==> src/rtl/multicycle_ctrl_if.sv <==
// Control/status bundle between the multi-cycle sequencer and the 20-bit datapath.
// The controller takes the master modport; the datapath side takes the slave modport.
interface multicycle_ctrl_if;
    localparam int unsigned OPC_W   = 4;
    localparam int unsigned STATE_W = 4;

    logic [OPC_W-1:0]   opcode;
    logic               zero;
    logic               mem_ready;
    logic               ir_write;
    logic               pc_write;
    logic               pc_src;
    logic               iord;
    logic               mem_read;
    logic               mem_write;
    logic               reg_write;
    logic               reg_dst;
    logic               mem_to_reg;
    logic               alu_src_a;
    logic [1:0]         alu_src_b;
    logic               ext_op;
    logic [2:0]         alu_op;
    logic               retire;
    logic               halted;
    logic               illegal;
    logic [STATE_W-1:0] state;

    modport master (
        input  opcode, zero, mem_ready,
        output ir_write, pc_write, pc_src, iord, mem_read, mem_write,
               reg_write, reg_dst, mem_to_reg, alu_src_a, alu_src_b,
               ext_op, alu_op, retire, halted, illegal, state
    );

    modport slave (
        output opcode, zero, mem_ready,
        input  ir_write, pc_write, pc_src, iord, mem_read, mem_write,
               reg_write, reg_dst, mem_to_reg, alu_src_a, alu_src_b,
               ext_op, alu_op, retire, halted, illegal, state
    );
endinterface

==> src/rtl/multicycle_ctrl.sv <==
// Moore sequencer stepping each instruction through fetch/decode/execute/memory/write-back,
// sharing one memory port, one ALU and the register file across cycles.
module multicycle_ctrl (
    input  logic              clk,
    input  logic              reset,
    multicycle_ctrl_if.master bus
);
    localparam int unsigned STATE_W = 4;

    localparam logic [3:0] OP_R    = 4'h0;
    localparam logic [3:0] OP_ADDI = 4'h1;
    localparam logic [3:0] OP_ANDI = 4'h2;
    localparam logic [3:0] OP_ORI  = 4'h3;
    localparam logic [3:0] OP_LW   = 4'h4;
    localparam logic [3:0] OP_SW   = 4'h5;
    localparam logic [3:0] OP_BEQ  = 4'h6;
    localparam logic [3:0] OP_BNE  = 4'h7;
    localparam logic [3:0] OP_HALT = 4'hF;

    localparam logic [2:0] ALU_ADD   = 3'b000;
    localparam logic [2:0] ALU_SUB   = 3'b001;
    localparam logic [2:0] ALU_FUNCT = 3'b010;
    localparam logic [2:0] ALU_AND   = 3'b011;
    localparam logic [2:0] ALU_OR    = 3'b100;

    localparam logic [1:0] SRCB_REG = 2'b00;
    localparam logic [1:0] SRCB_ONE = 2'b01;
    localparam logic [1:0] SRCB_IMM = 2'b10;

    typedef enum logic [STATE_W-1:0] {
        S_FETCH    = 4'd0,
        S_DECODE   = 4'd1,
        S_EXEC_R   = 4'd2,
        S_EXEC_I   = 4'd3,
        S_MEM_ADDR = 4'd4,
        S_MEM_RD   = 4'd5,
        S_MEM_WR   = 4'd6,
        S_WB_R     = 4'd7,
        S_WB_I     = 4'd8,
        S_WB_MEM   = 4'd9,
        S_BRANCH   = 4'd10,
        S_HALT     = 4'd11
    } state_t;

    state_t state_q;
    state_t state_d;
    logic   illegal_q;
    logic   bad_opcode;

    // Anything outside the fixed opcode map lands in HALT with the sticky flag.
    assign bad_opcode = (bus.opcode[3] == 1'b1) && (bus.opcode != OP_HALT);

    always_ff @(posedge clk) begin
        if (reset) begin
            state_q   <= S_FETCH;
            illegal_q <= 1'b0;
        end else begin
            state_q <= state_d;
            if ((state_q == S_DECODE) && bad_opcode) begin
                illegal_q <= 1'b1;
            end
        end
    end

    always_comb begin
        state_d = state_q;
        case (state_q)
            S_FETCH:    if (bus.mem_ready) state_d = S_DECODE;
            S_DECODE: begin
                case (bus.opcode)
                    OP_R:                    state_d = S_EXEC_R;
                    OP_ADDI, OP_ANDI, OP_ORI: state_d = S_EXEC_I;
                    OP_LW, OP_SW:            state_d = S_MEM_ADDR;
                    OP_BEQ, OP_BNE:          state_d = S_BRANCH;
                    default:                 state_d = S_HALT;
                endcase
            end
            S_EXEC_R:   state_d = S_WB_R;
            S_EXEC_I:   state_d = S_WB_I;
            S_MEM_ADDR: state_d = (bus.opcode == OP_LW) ? S_MEM_RD : S_MEM_WR;
            S_MEM_RD:   if (bus.mem_ready) state_d = S_WB_MEM;
            S_MEM_WR:   if (bus.mem_ready) state_d = S_FETCH;
            S_WB_R, S_WB_I, S_WB_MEM, S_BRANCH: state_d = S_FETCH;
            S_HALT:     state_d = S_HALT;
            default:    state_d = S_FETCH;
        endcase
    end

    always_comb begin
        bus.ir_write   = 1'b0;
        bus.pc_write   = 1'b0;
        bus.pc_src     = 1'b0;
        bus.iord       = 1'b0;
        bus.mem_read   = 1'b0;
        bus.mem_write  = 1'b0;
        bus.reg_write  = 1'b0;
        bus.reg_dst    = 1'b0;
        bus.mem_to_reg = 1'b0;
        bus.alu_src_a  = 1'b0;
        bus.alu_src_b  = SRCB_REG;
        bus.ext_op     = 1'b0;
        bus.alu_op     = ALU_ADD;
        bus.retire     = 1'b0;
        bus.halted     = 1'b0;
        bus.illegal    = illegal_q;
        bus.state      = STATE_W'(state_q);
        case (state_q)
            S_FETCH: begin
                bus.mem_read  = 1'b1;
                bus.alu_src_b = SRCB_ONE;
                bus.ir_write  = bus.mem_ready;
                bus.pc_write  = bus.mem_ready;
            end
            S_DECODE: begin
                bus.alu_src_b = SRCB_IMM;
                bus.ext_op    = 1'b1;
            end
            S_EXEC_R: begin
                bus.alu_src_a = 1'b1;
                bus.alu_op    = ALU_FUNCT;
            end
            S_EXEC_I: begin
                bus.alu_src_a = 1'b1;
                bus.alu_src_b = SRCB_IMM;
                case (bus.opcode)
                    OP_ANDI: bus.alu_op = ALU_AND;
                    OP_ORI:  bus.alu_op = ALU_OR;
                    default: bus.ext_op = 1'b1;
                endcase
            end
            S_MEM_ADDR: begin
                bus.alu_src_a = 1'b1;
                bus.alu_src_b = SRCB_IMM;
                bus.ext_op    = 1'b1;
            end
            S_MEM_RD: begin
                bus.mem_read = 1'b1;
                bus.iord     = 1'b1;
            end
            S_MEM_WR: begin
                bus.mem_write = 1'b1;
                bus.iord      = 1'b1;
                bus.retire    = bus.mem_ready;
            end
            S_WB_R: begin
                bus.reg_write = 1'b1;
                bus.reg_dst   = 1'b1;
                bus.retire    = 1'b1;
            end
            S_WB_I: begin
                bus.reg_write = 1'b1;
                bus.retire    = 1'b1;
            end
            S_WB_MEM: begin
                bus.reg_write  = 1'b1;
                bus.mem_to_reg = 1'b1;
                bus.retire     = 1'b1;
            end
            S_BRANCH: begin
                bus.alu_src_a = 1'b1;
                bus.alu_op    = ALU_SUB;
                bus.pc_src    = 1'b1;
                bus.retire    = 1'b1;
                bus.pc_write  = (bus.opcode == OP_BNE) ? !bus.zero : bus.zero;
            end
            S_HALT:  bus.halted = 1'b1;
            default: ;
        endcase
        // A reset cycle abandons whatever was in flight.
        if (reset) begin
            bus.ir_write  = 1'b0;
            bus.pc_write  = 1'b0;
            bus.mem_read  = 1'b0;
            bus.mem_write = 1'b0;
            bus.reg_write = 1'b0;
            bus.retire    = 1'b0;
        end
    end
endmodule

==> src/flat_wrapper.sv <==
// flat-port wrapper written by rule: the top's interface ports become plain ports
module multicycle_ctrl_flat 
  (clk, reset, bus_opcode, bus_zero, bus_mem_ready, bus_ir_write, bus_pc_write, bus_pc_src, bus_iord, bus_mem_read, bus_mem_write, bus_reg_write, bus_reg_dst, bus_mem_to_reg, bus_alu_src_a, bus_alu_src_b, bus_ext_op, bus_alu_op, bus_retire, bus_halted, bus_illegal, bus_state);
  multicycle_ctrl_if bus_i ();
  input  logic clk;
  input  logic reset;
  input wire logic [$bits(bus_i.opcode)-1:0] bus_opcode;
  input wire logic [$bits(bus_i.zero)-1:0] bus_zero;
  input wire logic [$bits(bus_i.mem_ready)-1:0] bus_mem_ready;
  output wire logic [$bits(bus_i.ir_write)-1:0] bus_ir_write;
  output wire logic [$bits(bus_i.pc_write)-1:0] bus_pc_write;
  output wire logic [$bits(bus_i.pc_src)-1:0] bus_pc_src;
  output wire logic [$bits(bus_i.iord)-1:0] bus_iord;
  output wire logic [$bits(bus_i.mem_read)-1:0] bus_mem_read;
  output wire logic [$bits(bus_i.mem_write)-1:0] bus_mem_write;
  output wire logic [$bits(bus_i.reg_write)-1:0] bus_reg_write;
  output wire logic [$bits(bus_i.reg_dst)-1:0] bus_reg_dst;
  output wire logic [$bits(bus_i.mem_to_reg)-1:0] bus_mem_to_reg;
  output wire logic [$bits(bus_i.alu_src_a)-1:0] bus_alu_src_a;
  output wire logic [$bits(bus_i.alu_src_b)-1:0] bus_alu_src_b;
  output wire logic [$bits(bus_i.ext_op)-1:0] bus_ext_op;
  output wire logic [$bits(bus_i.alu_op)-1:0] bus_alu_op;
  output wire logic [$bits(bus_i.retire)-1:0] bus_retire;
  output wire logic [$bits(bus_i.halted)-1:0] bus_halted;
  output wire logic [$bits(bus_i.illegal)-1:0] bus_illegal;
  output wire logic [$bits(bus_i.state)-1:0] bus_state;
  assign bus_i.opcode = bus_opcode;
  assign bus_i.zero = bus_zero;
  assign bus_i.mem_ready = bus_mem_ready;
  assign bus_ir_write = bus_i.ir_write;
  assign bus_pc_write = bus_i.pc_write;
  assign bus_pc_src = bus_i.pc_src;
  assign bus_iord = bus_i.iord;
  assign bus_mem_read = bus_i.mem_read;
  assign bus_mem_write = bus_i.mem_write;
  assign bus_reg_write = bus_i.reg_write;
  assign bus_reg_dst = bus_i.reg_dst;
  assign bus_mem_to_reg = bus_i.mem_to_reg;
  assign bus_alu_src_a = bus_i.alu_src_a;
  assign bus_alu_src_b = bus_i.alu_src_b;
  assign bus_ext_op = bus_i.ext_op;
  assign bus_alu_op = bus_i.alu_op;
  assign bus_retire = bus_i.retire;
  assign bus_halted = bus_i.halted;
  assign bus_illegal = bus_i.illegal;
  assign bus_state = bus_i.state;
  multicycle_ctrl u_core (.clk(clk), .reset(reset), .bus(bus_i));
endmodule
==> config.mk <==
export PLATFORM = sky130hd
export DESIGN_NAME = multicycle_ctrl_flat
export DESIGN_NICKNAME = d
export VERILOG_FILES = /design/src/rtl/multicycle_ctrl_if.sv /design/src/rtl/multicycle_ctrl.sv /design/src/flat_wrapper.sv
export SDC_FILE = /design/constraint.sdc
export NUM_CORES = 1
export LEC_CHECK = 0
export BUFFER_PORTS_ARGS = -buffer_cell sky130_fd_sc_hd__buf_2
export CORE_MARGIN = 4
export CORE_UTILIZATION = 48
export DETAILED_ROUTE_END_ITERATION = 12
export PLACE_DENSITY = 0.83
export SETUP_SLACK_MARGIN = 0.4
export SLEW_MARGIN = 10
export SYNTH_ARGS = -nofsm -noshare
export SYNTH_HDL_FRONTEND = slang
export SYNTH_SLANG_ARGS = --single-unit
==> constraint.sdc <==
create_clock -name clk -period 2.55 [get_ports clk]
set_input_delay 0 -clock clk [delete_from_list [all_inputs] [get_ports clk]]
set_output_delay 0 -clock clk [all_outputs]
set_load 0.05 [all_outputs]
==> Word-level counts from Yosys, hierarchy flattened <==
Memories as Yosys holds them, arrays and structs flattened.
Index checks and enable logic that the tools add are counted.
{ "totals": {"romBits": 32, "inputBits": 8, "mem_count": 1, "ram_bits": 0, "elab_cells": 65, "regBits": 5, "latch_bits": 0, "output_inout_bits": 23} }
{ "mem_list": {"columns": ["memory", "depth", "width", "rd", "rd_ports_with_merged_regs", "wr", "line", "source"], "rows": [
  ["(no name shown)", 8, 4, 1, 0, 0, "multicycle_ctrl.sv:70", "case (bus.opcode)"]
]} }
{ "classes": {"reduce_logical": 13, "eq_ne": 19, "bitwise_logic": 0, "shift": 0, "multipliers": 0, "magnitude_cmp": 0, "add_sub_neg": 0, "n_mux": 30, "div_mod_pow": 0} }
{ "op_table": {"columns": ["operator", "count"], "rows": [
  ["4-bit case mux with 8 select lines", 1],
  ["4-bit by 3-bit equality test with 1-bit output (second input constant)", 6],
  ["1-bit two-way mux", 18],
  ["4-bit by 2-bit equality test with 1-bit output (second input constant)", 4],
  ["4-bit equality test (second input constant)", 4],
  ["4-bit two-way mux", 4],
  ["3-bit case mux with 3 select lines", 1],
  ["2-bit OR reduction", 4],
  ["4-bit OR reduction", 2],
  ["2-bit inequality test (second input constant)", 3],
  ["1-bit case mux with 2 select lines", 3],
  ["3-bit case mux with 2 select lines", 1],
  ["3-bit OR reduction", 2],
  ["4-bit by 1-bit equality test with 1-bit output (second input constant)", 1],
  ["4-bit zero test", 1],
  ["4-bit inequality test (second input constant)", 1],
  ["2-bit case mux with 2 select lines", 1],
  ["3-bit AND reduction", 1],
  ["1-bit logical AND", 2],
  ["2-bit two-way mux", 1],
  ["1-bit zero test", 1]
]} }

==> Logic depth before layout (Yosys ltp) <==
{ "logic_depth": {"depth_word": 4, "mapped_depth": 5, "ltp_nobuf": 3} }

==> Least setup slack after synthesis <==
OpenSTA, ideal clock, no wires.
{ "synth_timing": {"path_type": "reg-to-output", "start": "register u_core.state_q[1], in the netlist u_core.bus.state[1]", "end": "output bus_pc_write", "required_ps": 2550, "path_buffers": 1, "arrival_ps": 2667, "path_stages_with_launch": 5, "setup_slack_ps": -117, "cell_sequence": "dfxtp_1 > buf_6 > nand2b_4 > or4_1 > a311oi_1"} }
{ "synth_between": {"elab_chain_cells": 3, "elab_cells_between_ends": 4, "classes_between": "1 x eq/ne; 2 x mux; 1 x reduce/logical"} }
{ "synth_rtl": {"columns": ["element", "line", "source"], "rows": [
  ["from (decl)", "multicycle_ctrl.sv:45", "state_t state_q;"],
  ["from (signal assigned)", "multicycle_ctrl.sv:58", "state_q <= state_d;"],
  ["4-bit equality test / 4-bit zero test (equally long branches)", "multicycle_ctrl.sv:107", "case (state_q)"],
  ["1-bit case mux with 2 select lines *", "multicycle_ctrl.sv:107", null],
  ["1-bit two-way mux *", "multicycle_ctrl.sv:170", "if (reset) begin"],
  ["to (decl)", "flat_wrapper.sv:11", "output wire logic [$bits(bus_i.pc_write)-1:0] bus_pc_write;"]
]} }
Mark *: on every way between the ends. The rest lies on a longest branch, timed or not.

==> Worst setup path after layout <==
Same ends and word-level chain as after synthesis.

==> metrics <==
Post-CTS Resized=0; Tot Pwr=0.9996 mW; CTS tree=yes; Port-buffer cells=30; Synth Net Count=102; RSZ-0062 raised after global routing=false; element type at the critical path end=primary output; Initial Util=54.27%; Initial DRC Count=20; fin. max-slew vios=0; Die Width=44.39 µm; CTS sink cnt=5; r2r setup slk=1.11 ns; syn avg cell area=6.762 µm²; DR DRC count=0; clock slew at reported path FFs=0.05 ns; Clock Root Buffer=clkbuf_4; Synth top area share=15.75%; CP Max Fanout=19; Ports=31; # rows=12; Syn Inst Count=94; gr ovfl total=0; CTS buffer count=3; arrival time worst endpoint=1.84 ns; final period utilization=72.30%; via count=818; Slew HR=64.60%; pre-CTS setup slack=0.8366 ns; post-synthesis register bit count=5; most frequent cells in the layout=30 x buf_2, 11 x nor2_1, 7 x a21oi_1; Die Area=1970 µm²; Worst Hold Depth=2; Req. time, crit path=2.55 ns; Final Hold Vio Count=0; max-cap violations=0; Global Route Usage Sum=19.57%; clock latency on the worst-skew pair=0.25 ns; r2r worst-path depth=4; FF-to-FF End=u_core.bus.state[1]; largest net degree at the start of global routing=32; Hold Crit Endpoint=u_core.bus.illegal; Ys Warns=0; Hold Path Origin=reset; Final ANT Viol Nets=0; first-pass GRT wire length=2932 µm; most common cell after layout, fill and taps aside=buf_2; Reg-to-Reg Start=u_core.bus.state[3]; H-tree lvl count=1; maximum clock rate=542.4 MHz; power per cell area=1205 nW/µm²; Layout area overhead=30.51%; vias in the first global route=648; clock tree buffer depth=2; gpl congestion=0.8452; share of layout cells above drive strength 1=35.54%; Hold Crit Class=in2reg; Setup Skew=0.003096 ns; setup TNS=0 ns; initial antenna violation count=0; Pre-antenna DRT Iters=4; area of the core=1171 µm²; CP Class=reg2out; Worst Tran Pin Value=0.5310 ns; Final WS setup=0.7064 ns; Netlist Area Pre-Place=635.6 µm²; post-DR vias/cell=6.059; post-DP HPWL=1331 µm; crit path launch type=register; diodes inserted=0; DIE HEIGHT=44.39 µm; register area share after synthesis=15.75%; post-synth cell types=40; CTS Hold Bufs=0; # fillers=99; drt wl/cell=13.70 µm; Routed Wire Length=1849 µm; Area contributors post-synth=dfxtp_1 16%, nor2_1 6.5%, a21oi_1 5.5%, nand2b_1 3.9%, a211oi_1 3.5%; post-CTS setup buffers=0; Nets=130; Synth area leader=dfxtp_1; minimum clock period=1.844 ns; status=complete, no violations; Static Leak=0.3672 nW; Max VDD drop=684.6 µV; final setup fails=0
## sequential cells by signal, indices dropped and copies added, names as in the netlist
| name | flops |
|---|---|
| u_core.bus.state | 4 |
| u_core.bus.illegal | 1 |
## cell usage after synthesis (all sizes together)
master and number:
a21oi 7, o32ai 1, inv 4, nor2 11, xnor2 1, o41a 1, nand4b 1, and4 1
nand2 5, o221ai 1, nor4b 2, o21ai 4, a31oi 2, nor3 3, dfxtp 5, nor3b 2
nand4 1, nor4 3, o2111ai 2, or3b 1, xor2 1, nand3b 1, o22ai 1, a2bb2oi 1
and3 2, nand3 2, clkbuf 2, or4 2, a21o 1, buf 8, a211oi 3, o211ai 1
nor2b 3, o21ba 1, a22oi 1, a311oi 1, nand2b 5
## routing by layer
layer | track usage (%) | vias to the layer above | part of all wire (%)
met5 | 0 | - | 0
met1 | 25.78 | 373 | 45
met2 | 31.10 | 33 | 46
met3 | 5.285 | 4 | 7.8
li1 | - | 408 | -
met4 | 5.422 | 0 | 1.1
## worst max path at each step
stage          slack, ns                   to           startpoint  cells past startpoint
6_report            0.71         bus_pc_write  u_core.bus.state[1]                      5
5_1_grt             0.59         bus_pc_write  u_core.bus.state[1]                      5
4_1_cts             0.58           bus_ext_op  u_core.bus.state[0]                      4
3_5_place_dp        0.84  u_core.bus.state[0]  u_core.bus.state[0]                      3
3_3_place_gp        0.88  u_core.bus.state[0]  u_core.bus.state[0]                      3
2_1_floorplan       0.33         bus_pc_write  u_core.bus.state[1]                      4
## final cells by class
cell class / count / area (µm²) / area share (%)
multi-input cells: 75 / 496.7 / 59.88
repair buffers: 33 / 172.7 / 20.81
flip-flops and latches: 5 / 101.3 / 12.22
clock buffers: 4 / 26.28 / 3.167
well taps: 14 / 17.52 / 2.112
inverters: 4 / 15.01 / 1.810
## worst max-delay path, cell delays in order (launching register included)
cell and delay, ns:
dfxtp_1 0.36, buf_4 0.25, nor2b_1 0.25, o2111ai_1 0.18, a311oi_2 0.26, buf_2 0.30
## stage by stage
step / util [%] / area (µm²) / hold slack (ns) / std cells
after CTS: 70.73 / 828.3 / 0.09458 / 135
after global routing: 70.83 / 829.5 / 0.1352 / 135
after floorplan: - / 660.6 / 0.1572 / 94
after detailed placement: 68.48 / 802.0 / 0.3282 / 131
after global placement: 68.48 / 802.0 / 0.3149 / 131
final: 70.83 / 829.5 / 0.09925 / 135
## power breakdown
part	internal, mW	switching, mW	total [mW]
Sequential	0.102	0.0519	0.153
Clock	0.0595	0.0370	0.0965
Combinational	0.209	0.540	0.750
## logic make-up after synthesis
| group | count (synthesis) | share of synthesized area [%] |
|---|---|---|
| AND/OR/NAND/NOR | 45 | 41.14 |
| flip-flops | 5 | 15.75 |
| buffers and inverters | 14 | 10.04 |
| XOR/XNOR | 2 | 2.756 |
| AO/OA/AOI/OAI | 28 | 30.32 |
No activity file was read; power rests on OpenSTA's default activity.
